[src/rtl/demux_pkg.sv]
// Shared channel encoding and sizing helper for the 1x2 stream demux and its FIFOs.
package demux_pkg;

   typedef enum logic {
      CH_O1 = 1'b0,
      CH_O2 = 1'b1
   } ch_e;

   // Occupancy must represent 0..depth inclusive, hence one bit beyond the pointer width.
   function automatic int count_w(input int depth);
      return $clog2(depth) + 1;
   endfunction

endpackage

[src/rtl/demux_1x2_stream_buf_fifo.sv]
// Synchronous FIFO with a registered head word; one instance per demux output channel.
module stream_fifo
   import demux_pkg::*;
#(
   parameter int WIDTH = 8,
   parameter int DEPTH = 4,
   parameter int CW    = count_w(DEPTH)
) (
   input  logic             clk,
   input  logic             rst,
   input  logic             push,
   input  logic [WIDTH-1:0] push_data,
   input  logic             pop,
   output logic             full,
   output logic             empty,
   output logic [CW-1:0]    count,
   output logic [WIDTH-1:0] head
);

   localparam int AW = $clog2(DEPTH);

   logic [WIDTH-1:0] mem [DEPTH];
   logic [AW-1:0]    rd_ptr;
   logic [AW-1:0]    wr_ptr;
   logic [CW-1:0]    cnt;
   logic [WIDTH-1:0] head_q;
   logic [AW-1:0]    rd_next;
   logic             push_ok;
   logic             pop_ok;

   assign full    = (cnt == CW'(DEPTH));
   assign empty   = (cnt == '0);
   assign push_ok = push & ~full;
   assign pop_ok  = pop & ~empty;
   assign rd_next = rd_ptr + AW'(1);
   assign count   = cnt;
   assign head    = head_q;

   // Storage array carries data only, so it is left out of reset.
   always_ff @(posedge clk) begin
      if (push_ok) begin
         mem[wr_ptr] <= push_data;
      end
   end

   always_ff @(posedge clk or posedge rst) begin
      if (rst) begin
         rd_ptr <= '0;
         wr_ptr <= '0;
         cnt    <= '0;
      end else begin
         if (push_ok) begin
            wr_ptr <= wr_ptr + AW'(1);
         end
         if (pop_ok) begin
            rd_ptr <= rd_next;
         end
         case ({push_ok, pop_ok})
            2'b10:   cnt <= cnt + CW'(1);
            2'b01:   cnt <= cnt - CW'(1);
            default: cnt <= cnt;
         endcase
      end
   end

   // Head tracks the oldest word; with more than one entry the successor is already in mem,
   // with exactly one entry a simultaneous push supplies it directly.
   always_ff @(posedge clk or posedge rst) begin
      if (rst) begin
         head_q <= '0;
      end else if (pop_ok && cnt > CW'(1)) begin
         head_q <= mem[rd_next];
      end else if (push_ok && (empty || pop_ok)) begin
         head_q <= push_data;
      end
   end

endmodule

[src/rtl/demux_1x2_stream_buf.sv]
// Registered 1-to-2 stream demux: routes by in_sel or ping-pongs in alternate mode, one FIFO per channel.
module demux_1x2_stream_buf
   import demux_pkg::*;
#(
   parameter int WIDTH = 8,
   parameter int DEPTH = 4,
   parameter int CW    = count_w(DEPTH)
) (
   input  logic             clk,
   input  logic             rst,
   input  logic             alt_mode,
   input  logic             in_valid,
   output logic             in_ready,
   input  logic             in_sel,
   input  logic [WIDTH-1:0] in_data,
   output logic             o1_valid,
   input  logic             o1_ready,
   output logic [WIDTH-1:0] o1_data,
   output logic             o2_valid,
   input  logic             o2_ready,
   output logic [WIDTH-1:0] o2_data,
   output logic [CW-1:0]    o1_count,
   output logic [CW-1:0]    o2_count
);

   ch_e  toggle;
   ch_e  eff_sel;
   logic accept;
   logic full1;
   logic full2;
   logic empty1;
   logic empty2;
   logic push1;
   logic push2;

   assign eff_sel  = alt_mode ? toggle : ch_e'(in_sel);
   // No bypass: a pop on a full channel frees space only from the next cycle.
   assign in_ready = (eff_sel == CH_O2) ? ~full2 : ~full1;
   assign accept   = in_valid & in_ready;
   assign push1    = accept & (eff_sel == CH_O1);
   assign push2    = accept & (eff_sel == CH_O2);
   assign o1_valid = ~empty1;
   assign o2_valid = ~empty2;

   // Alternate-mode pointer only advances on an actual accept, so a blocked word keeps its target.
   always_ff @(posedge clk or posedge rst) begin
      if (rst) begin
         toggle <= CH_O1;
      end else if (accept && alt_mode) begin
         toggle <= (toggle == CH_O1) ? CH_O2 : CH_O1;
      end
   end

   stream_fifo #(
      .WIDTH (WIDTH),
      .DEPTH (DEPTH),
      .CW    (CW)
   ) u_fifo1 (
      .clk       (clk),
      .rst       (rst),
      .push      (push1),
      .push_data (in_data),
      .pop       (o1_ready),
      .full      (full1),
      .empty     (empty1),
      .count     (o1_count),
      .head      (o1_data)
   );

   stream_fifo #(
      .WIDTH (WIDTH),
      .DEPTH (DEPTH),
      .CW    (CW)
   ) u_fifo2 (
      .clk       (clk),
      .rst       (rst),
      .push      (push2),
      .push_data (in_data),
      .pop       (o2_ready),
      .full      (full2),
      .empty     (empty2),
      .count     (o2_count),
      .head      (o2_data)
   );

endmodule

[config.mk]
export PLATFORM = sky130hd
export DESIGN_NAME = demux_1x2_stream_buf
export DESIGN_NICKNAME = d
export VERILOG_FILES = /design/src/rtl/demux_pkg.sv /design/src/rtl/demux_1x2_stream_buf_fifo.sv /design/src/rtl/demux_1x2_stream_buf.sv
export SDC_FILE = /design/constraint.sdc
export NUM_CORES = 1
export LEC_CHECK = 0
export CAP_MARGIN = 20
export CORE_AREA = 3 3 108 110
export DETAILED_ROUTE_END_ITERATION = 16
export DIE_AREA = 0 0 111 113
export GPL_TIMING_DRIVEN = 0
export HOLD_SLACK_MARGIN = 0.1
export PLACE_DENSITY = 0.68
export SETUP_SLACK_MARGIN = 0.2
export SKIP_CTS_REPAIR_TIMING = 1
export SLEW_MARGIN = 20
export SYNTH_ARGS = -nofsm -noshare
export SYNTH_HDL_FRONTEND = slang
export SYNTH_HIERARCHICAL = 1
export SYNTH_SLANG_ARGS = --single-unit
[constraint.sdc]
create_clock -name clk -period 3.15 [get_ports clk]
set_clock_uncertainty 0.15 [all_clocks]
set_input_delay 0.63 -clock clk [delete_from_list [all_inputs] [get_ports clk]]
set_output_delay 0.63 -clock clk [all_outputs]
set_load 0.1 [all_outputs]
==> run metrics, run 1 <==
status=complete, no violations; filler cell count=946; Met1 Routed Length=3560 um; cts bufs inserted=9; FF-to-FF path depth=7; number of stages on the worst setup path=4; CTS tree=done; Crit path top cell by count=mux2i_4; Crit-path slowest cell=clkdlybuf4s50_1; Total Routing Usage GR=12.8%; DRT iter0 DRCs=86; half-perimeter wire length after placement=4940 um; via count=2118; Via-to-Cell Ratio=4.88; global-route wire length before repair=12200 um; Post-synth EDFFs=64; Final setup viols=0; Cell variety after synth=33; r2r setup slk=0.40 ns; largest net degree at the start of global routing=17; FF/Latch Area=2710 um2; crit path max fanout=3; clk sinks=95; wire per inst=17.1 um; top sig layer=met4; fmax=0.347 GHz; Max Transition Viols Final=0; vias in the first global route=2271; DIE HEIGHT=113 um; Setup Crit Path Kind=in2out; Yosys Warn Count=6; unrepaired setup endpoints after global routing=yes; Top Ports=40; syn_area_per_cell=17.8 um2; CP Cell Sequence=clkdlybuf4s50_1, mux2i_4, mux2i_4, buf_4; Reg clk slew, reported paths=0.08 ns; CP endpoint kind=output port; WP data required=2.37 ns; Final Util=46.9%; Port Buffers=39; Starting Density=39.4%; most frequent cells in the layout=edfxtp_1, clkdlybuf4s50_1, dfrtp_1, ha_1, mux2_2; Final period util=91.4%; Worst-Margin Slew=0.979 ns; synthesized flop and latch total=95; Core Area=10800 um2; final setup margin=0.270 ns; Clk Latency, worst-skew pair=0.35 ns; DRT Pass-1 Iters=4; Ant. Diodes=0; Max Root-Sink Buffers=2; dpl ws=-0.670 ns; Hold WC Path Type=in2async; slowest stage delay, CP=0.57 ns; GRT overflow=0; synthesis-to-layout area growth=19.1%; CP top delay family=buffers and inverters; initial antenna violation count=0; Routed Antenna Nets=0; Die Width=111 um; sequential share of the synthesized area=63.4%; main flop type after synthesis=edfxtp_1; MaxCap Viol Count=0; Slew headroom=34.6%; Final nets=322; Startpoint Class=primary input; Mapped Cells=239; Post-route DRC=0; Hold Vio Cnt, Final=0; DRT Wirelength=7440 um; final period demand of the worst path=2.88 ns; arrival time at the worst endpoint=2.10 ns; Site Rows=38; commonest non-fill, non-tap cell in the layout=edfxtp_1; Bufs and invs on worst path=2; routed wl met2=3550 um; Net Count, Synth=272; metal3 WL=202 um; Synth async-reset ratio=32.6%; Root Driver=clkbuf_8; Die ar.=12500 um2; Post-Syn Area=4260 um2; RePlAce Congestion=0.742; htree depth=3; Multi-input gate area=1480 um2; share of cells above drive strength 1=22.8%
[kinds of logic (layout without fill, tap and decap cells)]
group	count (synthesis)	after routing	share of synthesized area, %
xor+xnor	12	12	2.47
compound gates	11	11	2.18
buf+inv	21	76	2.68
fa+ha+maj	18	18	5.29
simple gates	30	30	4.88
mux	52	52	19.1
flops	95	95	63.4
[through the flow]
step / instance area, um2 / hold WS, ns / setup TNS (ns) / std cells
floorplan: 4280 / 0.209 / 0 / 239
global placement: 4840 / 0.355 / -9.31 / 418
detailed placement: 4840 / 0.365 / -13.25 / 418
CTS: 5040 / 0.313 / -0.859 / 434
global route: 5070 / 0.358 / 0 / 434
finish: 5070 / 0.335 / 0 / 434
[worst register-to-register path, stage by stage, from the launching register on]
cell	delay (ns)
dfrtp_4	0.46
inv_1	0.08
ha_1	0.24
and2_2	0.22
nor3b_2	0.31
nor2b_1	0.18
clkbuf_1	0.29
and2_1	0.47
[metal layers]
| layer | vias to the layer above | global-route usage, % |
|---|---|---|
| met1 | 1080 | 17.2 |
| met4 | 0 | 6.81 |
| met2 | 36 | 19.9 |
| met5 | - | 0 |
| met3 | 8 | 2.30 |
| li1 | 994 | - |
[worst paths after layout]
check                                  from           endpoint
max                                alt_mode           in_ready
max reg2reg                u_fifo2/count[0]  u_fifo2/mem[3][4]
min reg2reg                u_fifo1/count[0]   u_fifo1/count[0]
max in group asynchronous               rst   u_fifo1/count[0]
min                                     rst             toggle
min in group clk           u_fifo1/count[0]   u_fifo1/count[0]
[layout make-up]
type | instances | area share (%)
plain buffers | 6 | 1.16
flip-flops and latches | 95 | 53.4
well taps | 140 | 3.46
multi-input cells | 123 | 29.2
repair buffers | 39 | 7.76
clock buffers | 10 | 2.52
clock inverters | 6 | 1.36
inverters | 15 | 1.11
[Yosys cell counts, types with 4 or more instances]
| cell | number | area (um2) |
|---|---|---|
| and2_1 | 8 | 50.1 |
| dfrtp_1 | 31 | 776 |
| edfxtp_1 | 64 | 1920 |
| ha_1 | 18 | 225 |
| inv_1 | 15 | 56.3 |
| mux2_1 | 14 | 158 |
| mux2_2 | 16 | 180 |
| mux2i_1 | 4 | 40.0 |
| mux4_1 | 12 | 315 |
| mux4_2 | 4 | 90.1 |
| nand2_1 | 6 | 22.5 |
| xnor2_1 | 8 | 70.1 |
| xor2_1 | 4 | 35.0 |
[registers in the layout (all words and copies together) (netlist names)]
name and flops:
u_fifo1/head 8, u_fifo1/mem 32, u_fifo1/rd_ptr 2, u_fifo2/head 8, u_fifo2/rd_ptr 2, u_fifo1/count 3, u_fifo2/wr_ptr 2, u_fifo1/wr_ptr 2
toggle 1, u_fifo2/count 3, u_fifo2/mem 32
Power of run 1 is not shown: default switching activity piles up to over one toggle a cycle in this logic, so the estimate is an artifact.
==> run 2, diff against run 1 <==
CTS_CLUSTER_DIAMETER = 30   (was unset)
TNS_END_PERCENT = 5   (was unset)
==> run 2 against run 1 <==
Against the previous run:
- final cell count did not move
- register-to-register slack about the same
- die area is the same
- maximum frequency decreased by 3.2%
- core utilization is 0.081 points lower
- cell area fell by 0.17%
- first-iteration DRC count is 12% higher
==> run metrics, run 2 (same netlist as run 1, synthesis figures left out) <==
arrival time at the worst endpoint=2.19 ns; WP data required=2.37 ns; DRT Pass-1 Iters=4; final period demand of the worst path=2.97 ns; fmax=0.336 GHz; DRT Wirelength=7450 um; Final nets=322; Final setup viols=0; Port Buffers=39; Total Routing Usage GR=12.8%; DRT iter0 DRCs=96; CP endpoint kind=output port; status=complete, no violations; clk sinks=95; Startpoint Class=primary input; Largest regs=u_fifo1/mem x32, u_fifo2/mem x32; global-route wire length before repair=12200 um; Die ar.=12500 um2; commonest non-fill, non-tap cell in the layout=edfxtp_1; Setup Crit Path Kind=in2out; Ant. Diodes=0; Final period util=94.4%; htree depth=3; Final Util=46.9%; vias in the first global route=2271; Hold Vio Cnt, Final=0; Via-to-Cell Ratio=4.83; most frequent cells in the layout=edfxtp_1, clkdlybuf4s50_1, dfrtp_1, ha_1, mux2_2; setup TNS=0 ns; Cell Area, Placed=4840 um2; Worst-Margin Slew=0.978 ns; RePlAce Congestion=0.742; slowest stage delay, CP=0.54 ns; Site Rows=38; Clk Latency, worst-skew pair=0.35 ns; Core Area=10800 um2; MaxCap Viol Count=0; crit path max fanout=3; final instance area=5060 um2; unrepaired setup endpoints after global routing=yes; DIE HEIGHT=113 um; Hold WC Path Type=in2async; Top Ports=40; via count=2098; Bufs and invs on worst path=2; wire per inst=17.2 um; Die Width=111 um; Starting Density=39.4%; Reg clk slew, reported paths=0.08 ns; Max Root-Sink Buffers=2; Routed Antenna Nets=0; share of cells above drive strength 1=22.8%; half-perimeter wire length after placement=4940 um; Root Driver=clkbuf_8; GRT overflow=0; Crit-path slowest cell=clkdlybuf4s50_1; Slew headroom=34.6%; synthesis-to-layout area growth=18.8%; CP Cell Sequence=clkdlybuf4s50_1, mux2i_2, mux2i_4, clkbuf_4; CTS tree=done; initial antenna violation count=0; Post-route DRC=0; CP top delay family=buffers and inverters; largest net degree at the start of global routing=17; cts bufs inserted=9; Max Transition Viols Final=0
## run 2: cell types whose count changed in the layout (fill, tap and decap cells not counted), sizes merged
cell / previous run / this run
buf: 3 / 2
clkbuf: 14 / 15
## run 2: layout make-up
class	instances	area, um2
fill	945	5740
timing repair buffer	39	393
buffer	6	58.8
sequential	95	2710
tap	140	175
multi-input combinational	123	1470
inverter	15	56.3
clock buffer	10	128
clock inverter	6	68.8
## run 2: layer usage
metal,share of wire [%],track usage [%]
met2,47,19.9
met1,48,17.2
met5,0,0
met3,3.2,2.30
met4,1.8,6.81
## run 2: worst paths after layout
kind / startpoint / end / slack [ns] / cells past startpoint
min in group clk: u_fifo1/count[0] / u_fifo1/count[0] / 0.38 / 1
setup / recovery: alt_mode / in_ready / 0.18 / 4
max in group asynchronous: rst / u_fifo1/count[0] / 1.81 / 2
hold / removal: rst / toggle / 0.34 / 2
hold reg to reg: u_fifo1/count[0] / u_fifo1/count[0] / 0.38 / 1
setup reg to reg: u_fifo2/count[0] / u_fifo2/mem[3][5] / 0.40 / 7
## run 2: stage by stage
| step | setup WS (ns) | cells | hold WS, ns |
|---|---|---|---|
| floorplan | 0.256 | 239 | 0.209 |
| detailed placement | -0.670 | 418 | 0.365 |
| global route | 0.0939 | 434 | 0.358 |
| finish | 0.176 | 434 | 0.337 |
| global placement | -0.615 | 418 | 0.355 |
| CTS | -0.669 | 434 | 0.313 |
Power of run 2 is left out for the same reason.
